File: config.mk
export PLATFORM = sky130hd
export DESIGN_NAME = nreg_arbiter
export DESIGN_NICKNAME = d
export VERILOG_FILES = /design/src/rtl/nreg_arbiter_pkg.sv /design/src/rtl/nreg_arbiter_rr_pick.sv /design/src/rtl/nreg_arbiter.sv
export SDC_FILE = /design/constraint.sdc
export NUM_CORES = 1
export LEC_CHECK = 0
export ABC_AREA = 1
export BUFFER_PORTS_ARGS = -buffer_cell sky130_fd_sc_hd__buf_2
export CAP_MARGIN = 20
export CORE_ASPECT_RATIO = 0.8
export CORE_MARGIN = 3
export CORE_UTILIZATION = 45
export DETAILED_ROUTE_END_ITERATION = 10
export HOLD_SLACK_MARGIN = 0.15
export PLACE_DENSITY = 0.74
export SLEW_MARGIN = 20
export SYNTH_ARGS = -nofsm -noshare
export SYNTH_HDL_FRONTEND = slang
export SYNTH_HIERARCHICAL = 1
export SYNTH_SLANG_ARGS = --single-unit
File: constraint.sdc
create_clock -name clk -period 3.5 [get_ports clk]
set_clock_uncertainty 0.15 [all_clocks]
set_input_delay 0.35 -clock clk [delete_from_list [all_inputs] [get_ports clk]]
set_output_delay 0.35 -clock clk [all_outputs]
set_load 0.05 [all_outputs]
File: src/rtl/nreg_arbiter_pkg.sv
// Shared definitions for the N-bit register write-ownership arbiter.
package nreg_arbiter_pkg;

    localparam int unsigned DEF_N     = 8;
    localparam int unsigned DEF_R     = 4;
    localparam int unsigned DEF_BURST = 4;

    typedef enum logic {
        S_IDLE = 1'b0,
        S_OWN  = 1'b1
    } state_t;

    // Ceiling log2; callers always pass v >= 2, so the result is at least 1.
    function automatic int unsigned clog2(input int unsigned v);
        int unsigned r;
        r = 0;
        for (int unsigned i = 0; i < 32; i++) begin
            if ((64'(1) << i) < 64'(v)) r = i + 1;
        end
        return r;
    endfunction

endpackage

File: src/rtl/nreg_arbiter_rr_pick.sv
// Rotating-priority encoder: first asserted request at or after i_ptr, wrapping modulo R.
module nreg_arbiter_rr_pick
    import nreg_arbiter_pkg::*;
#(
    parameter int unsigned R  = DEF_R,
    parameter int unsigned PW = clog2(R)
) (
    input  logic [R-1:0]  i_req,
    input  logic [PW-1:0] i_ptr,
    output logic [PW-1:0] o_sel,
    output logic          o_any
);

    logic [PW-1:0] w_idx [R];

    for (genvar g = 0; g < int'(R); g++) begin : g_rot
        assign w_idx[g] = PW'((32'(i_ptr) + 32'(g)) % R);
    end

    // Scan from the farthest offset down so the nearest requester wins.
    always_comb begin
        o_sel = '0;
        o_any = 1'b0;
        for (int k = int'(R) - 1; k >= 0; k--) begin
            if (i_req[w_idx[k]]) begin
                o_sel = w_idx[k];
                o_any = 1'b1;
            end
        end
    end

endmodule

File: src/rtl/nreg_arbiter.sv
// Round-robin write-ownership arbiter with bounded bursts, fronting a shared N-bit register.
module nreg_arbiter
    import nreg_arbiter_pkg::*;
#(
    parameter int unsigned N     = DEF_N,
    parameter int unsigned R     = DEF_R,
    parameter int unsigned BURST = DEF_BURST
) (
    input  logic           clk,
    input  logic           rst,
    input  logic [R-1:0]   req,
    input  logic [R*N-1:0] din,
    output logic [R-1:0]   gnt,
    output logic           wr,
    output logic [2:0]     owner,
    output logic [N-1:0]   Q,
    output logic           busy
);

    localparam int unsigned PW = clog2(R);
    localparam int unsigned CW = clog2(BURST + 1);
    localparam int unsigned OW = 3;

    state_t          r_state, w_state_nxt;
    logic [N-1:0]    r_q, w_q_nxt;
    logic [R-1:0]    r_gnt, w_gnt_nxt;
    logic            r_wr, w_wr_nxt;
    logic            r_busy, w_busy_nxt;
    logic [OW-1:0]   r_owner, w_owner_nxt;
    logic [PW-1:0]   r_ptr, w_ptr_nxt;
    logic [CW-1:0]   r_cnt, w_cnt_nxt;

    logic [PW-1:0]   w_sel;
    logic            w_any;
    logic [PW-1:0]   w_own_idx;
    logic [PW-1:0]   w_ptr_inc;
    logic [PW-1:0]   w_ld_idx;
    logic [N-1:0]    w_ld_data;
    logic [N-1:0]    w_din [R];

    nreg_arbiter_rr_pick #(
        .R  (R),
        .PW (PW)
    ) u_rr_pick (
        .i_req (req),
        .i_ptr (r_ptr),
        .o_sel (w_sel),
        .o_any (w_any)
    );

    for (genvar g = 0; g < int'(R); g++) begin : g_din
        assign w_din[g] = din[g*N +: N];
    end

    assign w_own_idx = PW'(r_owner);
    assign w_ptr_inc = (w_own_idx == PW'(R - 1)) ? '0 : w_own_idx + PW'(1);

    // IDLE loads the freshly arbitrated winner; OWN keeps reloading from the owner.
    assign w_ld_idx  = (r_state == S_IDLE) ? w_sel : w_own_idx;
    assign w_ld_data = w_din[w_ld_idx];

    always_comb begin
        w_state_nxt = r_state;
        w_q_nxt     = r_q;
        w_gnt_nxt   = r_gnt;
        w_wr_nxt    = 1'b0;
        w_owner_nxt = r_owner;
        w_ptr_nxt   = r_ptr;
        w_cnt_nxt   = r_cnt;
        case (r_state)
            S_IDLE: begin
                if (w_any) begin
                    w_q_nxt     = w_ld_data;
                    w_gnt_nxt   = R'(1) << w_sel;
                    w_owner_nxt = OW'(w_sel);
                    w_cnt_nxt   = CW'(1);
                    w_wr_nxt    = 1'b1;
                    w_state_nxt = S_OWN;
                end
            end
            S_OWN: begin
                if (req[w_own_idx] && (r_cnt < CW'(BURST))) begin
                    w_q_nxt   = w_ld_data;
                    w_cnt_nxt = r_cnt + CW'(1);
                    w_wr_nxt  = 1'b1;
                end else begin
                    // Release always passes through one dead IDLE cycle.
                    w_gnt_nxt   = '0;
                    w_ptr_nxt   = w_ptr_inc;
                    w_state_nxt = S_IDLE;
                end
            end
            default: begin
                w_gnt_nxt   = '0;
                w_state_nxt = S_IDLE;
            end
        endcase
        w_busy_nxt = (w_state_nxt == S_OWN);
    end

    always_ff @(posedge clk) begin
        if (rst) begin
            r_state <= S_IDLE;
            r_q     <= '0;
            r_gnt   <= '0;
            r_wr    <= 1'b0;
            r_busy  <= 1'b0;
            r_owner <= '0;
            r_ptr   <= '0;
            r_cnt   <= '0;
        end else begin
            r_state <= w_state_nxt;
            r_q     <= w_q_nxt;
            r_gnt   <= w_gnt_nxt;
            r_wr    <= w_wr_nxt;
            r_busy  <= w_busy_nxt;
            r_owner <= w_owner_nxt;
            r_ptr   <= w_ptr_nxt;
            r_cnt   <= w_cnt_nxt;
        end
    end

    assign gnt   = r_gnt;
    assign wr    = r_wr;
    assign owner = r_owner;
    assign Q     = r_q;
    assign busy  = r_busy;

endmodule
Word level (Yosys, flattened, before mapping)
Cells that the tools add are included.
Widths: inputs -> output; s select.

operators by class
  add/subtract/negate cells = 5
  $lt $le $gt $ge = 7
  equality and inequality tests = 4
  shift operators = 1
  muxes and demuxes = 35
  bitwise operators = 3
  reduce and logical (&&, ||, !) cells = 5

operators by type and width
  kind                 count
  $mux 8               4
  $bmux 8 s2           1
  $pmux 8 s2           1
  $lt 2x3->1 const B   5
  $mux 2               6
  $mux 1               11
  $bmux 1 s2           5
  $mux 4               2
  $pmux 4 s2           1
  $reduce_and 2->1     4
  $mux 3               2
  $pmux 3 s2           1
  $add 2x1->2 const B  2
  $add 2x2->2 const B  2
  $ne 2x1->1 const B   2
  $shl 1x2->4 const A  1
  $add 3x1->3 const B  1
  $ge 3x3->1 const B   1
  $lt 3x3->1 const B   1
  $not 2->3            1
  $eq 2x2->1 const B   1
  $ne 2x2->1 const B   1
  $not 1->1            2
  $pmux 1 s2           1
  $logic_and 1x1->1    1

word-level totals
  register bits after elaboration = 20
  output and inout bits = 17
  word-level logic and storage cells = 66

Longest topological paths before layout
Gate-level depths: netlist of run 1.

  word-level depth = 14
  gate-level depth with buffers = 19
  mapped depth without buffers = 18

Cells and area by module
The synthesis of run 1 kept the hierarchy.

modules (own cells, without submodules)
  module                times used  cells an instance  area an instance (um^2)  seq. area each (um^2)
  nreg_arbiter          1           200                1297.5                   400.4
  nreg_arbiter_rr_pick  1           44                 225.2                    0.0

Worst setup path after synthesis of run 1
No wires, ideal clock.

  path type = register -> register
  start = register r_ptr[0]
  end = register r_q[3], in the netlist Q[3]
  setup time = 0.111 ns
  arrival = 1.739 ns
  required time = 3.239 ns
  path slack = 1.500 ns
  stages on the path, launching flop included = 17
  path buffers = 2
  path through = dfxtp_1 > buf_6 > nand2_1 > and2_4 > nand2_4 > nand2_2 > inv_2 > nand2_1 > nand2_1 > nand2_1 > nand2_2 > nand2_4 > buf_4 > o211ai_1 > nand2_1 > nor2_1 > nor2_1

on the way
  cells in the longest elaborated chain, start to end = 14

RTL lines
  item                                         RTL line                                source
  start, declared                              nreg_arbiter.sv:30                      logic [PW-1:0] r_ptr, w_ptr_nxt;
  start signal, assigned                       nreg_arbiter.sv:118                     r_ptr <= w_ptr_nxt;
  $add 2x2->2                                  nreg_arbiter_rr_pick.sv:17              assign w_idx[g] = PW'((32'(i_ptr) + 32'(g)) % R);
  $bmux 1 s2                                   nreg_arbiter_rr_pick.sv:25              if (i_req[w_idx[k]]) begin
  $mux 1 (implied by the code)                 nreg_arbiter_rr_pick.sv:25
  $mux 2 (3 in a row)                          nreg_arbiter_rr_pick.sv:25
  $mux 2 *                                     nreg_arbiter_rr_pick.sv:25
  via w_sel[0]                                 nreg_arbiter.sv:33                      logic [PW-1:0] w_sel;
  $mux 2 *                                     nreg_arbiter.sv:59                      assign w_ld_idx = (r_state == S_IDLE) ? w_sel : w_own_idx;
  $not 2->3 (implied by the code) *            nreg_arbiter.sv:60                      assign w_ld_data = w_din[w_ld_idx];
  $bmux 8 s2 *                                 nreg_arbiter.sv:60
  $mux 8 (implied by the code) * (2 in a row)  nreg_arbiter.sv:60
  $mux 8, on equally long branches             nreg_arbiter.sv:82, nreg_arbiter.sv:72
  $pmux 8 s2 *                                 nreg_arbiter.sv:70                      case (r_state)
  end signal, assigned                         nreg_arbiter.sv:113                     r_q <= w_q_nxt;
  end, declared                                nreg_arbiter.sv:25                      logic [N-1:0] r_q, w_q_nxt;

Mark *: on every way through the listed nets, which the timed path passes. The rest lies on a longest branch. The select of a mux whose other input is x is not followed.
A chain may end at the register's enable or synchronous reset.

Worst setup path after layout of run 1
Ends and elaborated chain as after synthesis.

==> results of run 1 <==
==> worst min path at each step <==
stage                    end  slack [ns]  cells after the start
finish              r_ptr[0]        0.16                      2
global route        r_ptr[0]        0.17                      2
CTS                 r_ptr[0]        0.16                      2
detailed placement  r_cnt[1]        0.34                      2
global placement    r_cnt[1]        0.33                      2
floorplan           r_cnt[1]        0.27                      1
==> logic make-up after synthesis <==
| kind of cell | Yosys count | synth area share [%] |
|---|---|---|
| fa+ha+maj | 2 | 1.64 |
| compound gates | 33 | 12.3 |
| simple gates | 135 | 43.5 |
| buf+inv | 53 | 16.0 |
| flops | 20 | 26.3 |
| other cells | 1 | 0.246 |
==> placed cells by master, fill, tap and decap left out, drive strengths merged, types with 2 or more instances in the layout <==
cell type	count
o211ai	6
buf	54
inv	44
clkbuf	3
nand3	23
a21oi	13
dfxtp	20
nor2	31
nand2	68
nand3b	10
o21ai	14
ha	2
==> layer usage <==
layer  share of wire (%)  GRT usage [%]
met5                   0              0
met2                  40           25.5
met1                  53           25.5
met3                 6.2           4.16
met4                0.47           3.22
==> where the power goes <==
| part | leakage (nW) | switching, W | internal [W] |
|---|---|---|---|
| registers | 0.165 | 0.0000442 | 0.000286 |
| clock network | 0.0357 | 0.0000791 | 0.000153 |
| logic | 0.832 | 0.000536 | 0.000231 |
==> worst register-to-register path: stages, from the launching register on <==
cell and delay [ns]:
dfxtp_1 0.57, nand2_1 0.14, and2_4 0.19, nand2_4 0.06, nand2_2 0.05, inv_2 0.05, nand2_1 0.05, nand2_1 0.05
nand2_1 0.14, nand2_2 0.20, nand2_4 0.18, o211ai_1 0.23, nand2_1 0.10, nor2_1 0.11, nor2_1 0.04
==> final cells by class <==
class	instances	area (µm²)
inverter	44	168
clock buffer	3	41.3
multi-input combinational	171	878
sequential	20	400
timing repair buffer	54	273
fill	315	1310
tap	40	50.0
clock inverter	1	30.0
==> flip-flops by register name, indices dropped and copies added (netlist names) <==
signal / count
busy: 1
r_ptr: 2
r_cnt: 3
Q: 8
gnt: 4
owner: 2
==> metrics by stage <==
| step | setup slack [ns] | instance area (µm²) | utilization (%) |
|---|---|---|---|
| after floorplan | 1.50 | 1520 | - |
| after global placement | 1.16 | 1770 | 56.1 |
| after detailed placement | 1.11 | 1770 | 56.1 |
| after CTS | 1.11 | 1840 | 58.4 |
| after global routing | 0.718 | 1840 | 58.4 |
| final | 1.08 | 1840 | 58.4 |
==> flow_summary.toml, run 1 <==
[outcome]
status = "completed"

[floorplan]
dieWidth_um = 71.0
ios = 55
core_area_um2 = 3150
die_h_um = 58.0
rows = 18
fp.dieArea_um2 = 4120
start_util_pct = 48.3

[pwr]
power_w = 0.00133
p_leak_nw = 1.03
pwr_density_cell_nw_per_um2 = 722
peakVddDrop_v = 0.000279

[critical_path]
cp_slowest_cell = "dfxtp_1"
worstSetupPathType = "flop to flop"
timing.rr.end = "Q[3]"
cp_top_family = "simple AND/OR/NAND/NOR gates"
end_kind = "flop"
slowest_delay_ns = 0.57
critical_path.startpoint_type = "flop"
path_depth = 14
cp_common_cell = "nand2_1"
path_cells = "nand2_1, and2_4, nand2_4, nand2_2, inv_2, nand2_1, nand2_1, nand2_1, nand2_2, nand2_4, o211ai_1, nand2_1, nor2_1, nor2_1"
rr_worst_depth = 14
cp.required_ns = 3.51
ff2ff_setup_slack_ns = 1.08
endpoint = "Q[3]"
path_buf_inv = 1
critPathMaxFanout = 28
r2r-start = "r_ptr[0]"
crit_path_start = "r_ptr[0]"
crit_arrival_ns = 2.43

[timing]
period_needed_ns = 2.42
max_slew_margin_pct = 63.8
setup_tns_ns = 0
tightest_slew_ns = 0.542
slew_viol_final = 0
period_share_pct = 69.1
setup_viol = 0
grt_setup_unrepaired = "no"
fmax_mhz = 414
whs_ns = 0.163
hold_violations = 0

[placed_design]
place_hpwl_mm = 2.72
gp_congestion = 0.827
io_buffers = 53
dp_cells = 329

[final_layout]
drive_gt1_share_pct = 28.0
final_nets = 334
n_antenna_cell = 0
synthToLayoutAreaGrowth_pct = 20.9
instances_no_fill = 333

[synthesis]
ys_seq_elements = 20
synth_cells = 244
synthTopCellsByArea = "dfxtp_1, nand2_1, inv_1, nor2_1, nand3_1"
synth.net_count = 284
synth_edf_count = 0
synth_area_um2 = 1520
yosys_warnings = 6
synth.distinct_cells = 26
synthArstFlopShare_pct = 0
synth_common_cells = "nand2_1, inv_1, nor2_1, nand3_1, dfxtp_1"
synth_most_common_cell = "nand2_1"
ys_seq_area_share_pct = 26.3
synth_top_area_cell = "dfxtp_1"
syn_area_per_cell_um2 = 6.24
synth_top_area_share_pct = 26.3
synth_flop_cell = "dfxtp_1"

[drt]
vias_per_cell = 4.69
num_vias = 1561
drc = 0
drt_wl_total_mm = 3.38
postRouteAntennaNets = 0
dr.first_iter.drc_count = 93
wl_per_cell_um = 10.2
dr.pass1.iters = 4

[grt]
grt_max_degree = 29
grt_pass1_vias = 1365
grt_usage_pct = 17.2
grt_overflow = 0
grt_pass1_wl_mm = 5.80
antenna_found_initial = 0

[hold_path]
hp-class = "input pin to flop"
hold_start = "rst"

[clock_network]
cts_root_buf = "clkbuf_8"
cts_buffers = 3
h-tree-depth = 1
cts_tree = "yes"
path_clk_slew_ns = 0.08
clk_latency_ns = 0.26
cts_buffer_depth = 2
cts-resized-gates = 0
clock_sinks = 20
post_cts_buffers = 0
cts_hold_buf = 0

[run]
cap_violations = 0
(Power assumes the default switching activity.)
==> inputs of run 2 (changes only) <==
--- a/config.mk
+++ b/config.mk
@@ -13,7 +13,7 @@
 export CORE_UTILIZATION = 45
 export DETAILED_ROUTE_END_ITERATION = 10
 export HOLD_SLACK_MARGIN = 0.15
-export PLACE_DENSITY = 0.74
+export PLACE_DENSITY = 0.76
 export SLEW_MARGIN = 20
 export SYNTH_ARGS = -nofsm -noshare
 export SYNTH_HDL_FRONTEND = slang
==> constraint.sdc (replaced) <==
create_clock -name clk -period 2.15 [get_ports clk]
set_clock_uncertainty 0.15 [all_clocks]
set_input_delay 0.215 -clock clk [delete_from_list [all_inputs] [get_ports clk]]
set_output_delay 0.215 -clock clk [all_outputs]
set_load 0.05 [all_outputs]
==> run 2 against run 1 <==
Compared with the run above: sequential share of layout area shrank 1.1 points; clock power is 3% higher; total power rose by 65%; register-to-register slack got worse by 0.97 ns; core utilization increased by 3.8 points; first-iteration DRC count up 15%; count of clock-buffer cells in the layout unchanged; flip-flop and latch count is the same; largest power group unchanged.
==> flow_summary.toml, run 2 (synthesized netlist as in run 1, its figures left out) <==
[outcome]
status = "completed"

[clock_network]
clock_sinks = 20
cts_root_buf = "clkbuf_8"
clk_latency_ns = 0.25
cts_tree = "yes"
h-tree-depth = 1
path_clk_slew_ns = 0.07
cts_buffers = 3
cts_buffer_depth = 2

[critical_path]
rr_worst_depth = 15
cp.required_ns = 2.19
crit_arrival_ns = 2.08
cp_slowest_cell = "dfxtp_4"
worstSetupPathType = "flop to flop"
slowest_delay_ns = 0.38
end_kind = "flop"
path_cells = "buf_6, o21ai_4, nor2_1, nor2_1, nand3_1, nand2_2, nand2_4, buf_4, nand3b_1, nand3_1, nand2_1, inv_1, nand2_1, nand2_1, nor2_1"
critPathMaxFanout = 6
critical_path.startpoint_type = "flop"
ff2ff_setup_slack_ns = 0.12

[grt]
grt_max_degree = 29
grt_pass1_wl_mm = 5.95
grt_usage_pct = 17.7
grt_pass1_vias = 1402
antenna_found_initial = 0
grt_overflow = 0

[placed_design]
io_buffers = 53
place_hpwl_mm = 2.77
gp_congestion = 0.831
place_area_um2 = 1840
dp_cells = 337

[floorplan]
fp.dieArea_um2 = 4120
ios = 55
core_area_um2 = 3150
rows = 18
dieWidth_um = 71.0
die_h_um = 58.0
start_util_pct = 48.3

[drt]
vias_per_cell = 4.88
postRouteAntennaNets = 0
dr.first_iter.drc_count = 107
num_vias = 1675
wl_per_cell_um = 10.9
drc = 0
drt_wl_total_mm = 3.75
dr.pass1.iters = 5

[timing]
fmax_mhz = 492
whs_ns = 0.154
hold_violations = 0
slew_viol_final = 0
setup_tns_ns = 0
period_share_pct = 94.6
period_needed_ns = 2.03
setup_viol = 0

[final_layout]
synthToLayoutAreaGrowth_pct = 28.7
layout_common_cells = "nand2_1, buf_2, inv_1"
register_area_um2 = 405
n_antenna_cell = 0
stdcell_area_um2 = 1960
final_nets = 345
fillers = 285
instances_no_fill = 343
largest_reg_flops = 8
multi_input_area_um2 = 921
drive_gt1_share_pct = 32.0

[pwr]
peakVddDrop_v = 0.000407
pwr_density_cell_nw_per_um2 = 1120
p_leak_nw = 1.09

[run]
cap_violations = 0

[hold_path]
hp-class = "input pin to flop"
hold_depth = 5
==> run 2: cell count changes in the layout (fill, tap and decap cells not counted), sizes merged <==
cell | before | now
bufinv | 1 | 0
buf | 54 | 64
dlygate4sd3 | 0 | 1
==> run 2: worst paths after layout <==
path                                from   end
worst max register to register  r_ptr[0]  Q[0]
worst max-delay path            r_ptr[0]  Q[0]
worst min-delay path             din[21]  Q[5]
worst min register to register      Q[0]  Q[0]
==> run 2: final cells by class <==
class	count	area share, %
repair buffers	65	19.1
clock buffers	3	2.11
inverters	44	8.56
flip-flops and latches	20	20.7
well taps	40	2.55
multi-input cells	171	47.0
==> run 2: timing repair <==
item,CTS,global route
buffers inserted,0,2
resized for setup,1,14
endpoints found under the setup margin,4,8
hold endpoints to repair,3,0
hold buffers,1,0
pin swaps,0,5
==> run 2: routing by layer <==
metal	part of all wire [%]	up-vias	GRT usage, %
met1	50	731	26.9
met4	1.2	0	3.22
met2	42	59	26.2
met5	0	-	0
met3	7.0	4	3.47
li1	-	881	-
==> run 2: stage by stage <==
step	setup slack [ns]	utilization (%)	power, W
after floorplan	0.150	-	0.00160
after global placement	0.0428	58.4	0.00187
after detailed placement	0.000191	58.4	0.00189
after CTS	0.119	60.1	0.00212
after global routing	-0.0503	62.1	0.00237
final	0.116	62.1	0.00219
==> run 2: worst max-delay path, delay by kind of cell (launching register included) <==
kind	cells	cell delay [ns]
compound gates	1	0.17
simple gates	11	0.93
flops	1	0.38
buf+inv	3	0.34
==> run 2: report_power, final <==
part	total, W	internal (W)	leakage, nW	switching [W]
Sequential	0.000546	0.000469	0.166	0.0000772
Combinational	0.00141	0.000487	0.906	0.000924
Clock	0.000238	0.000124	0.0216	0.000113
Total	0.00219	0.00108	1.09	0.00111
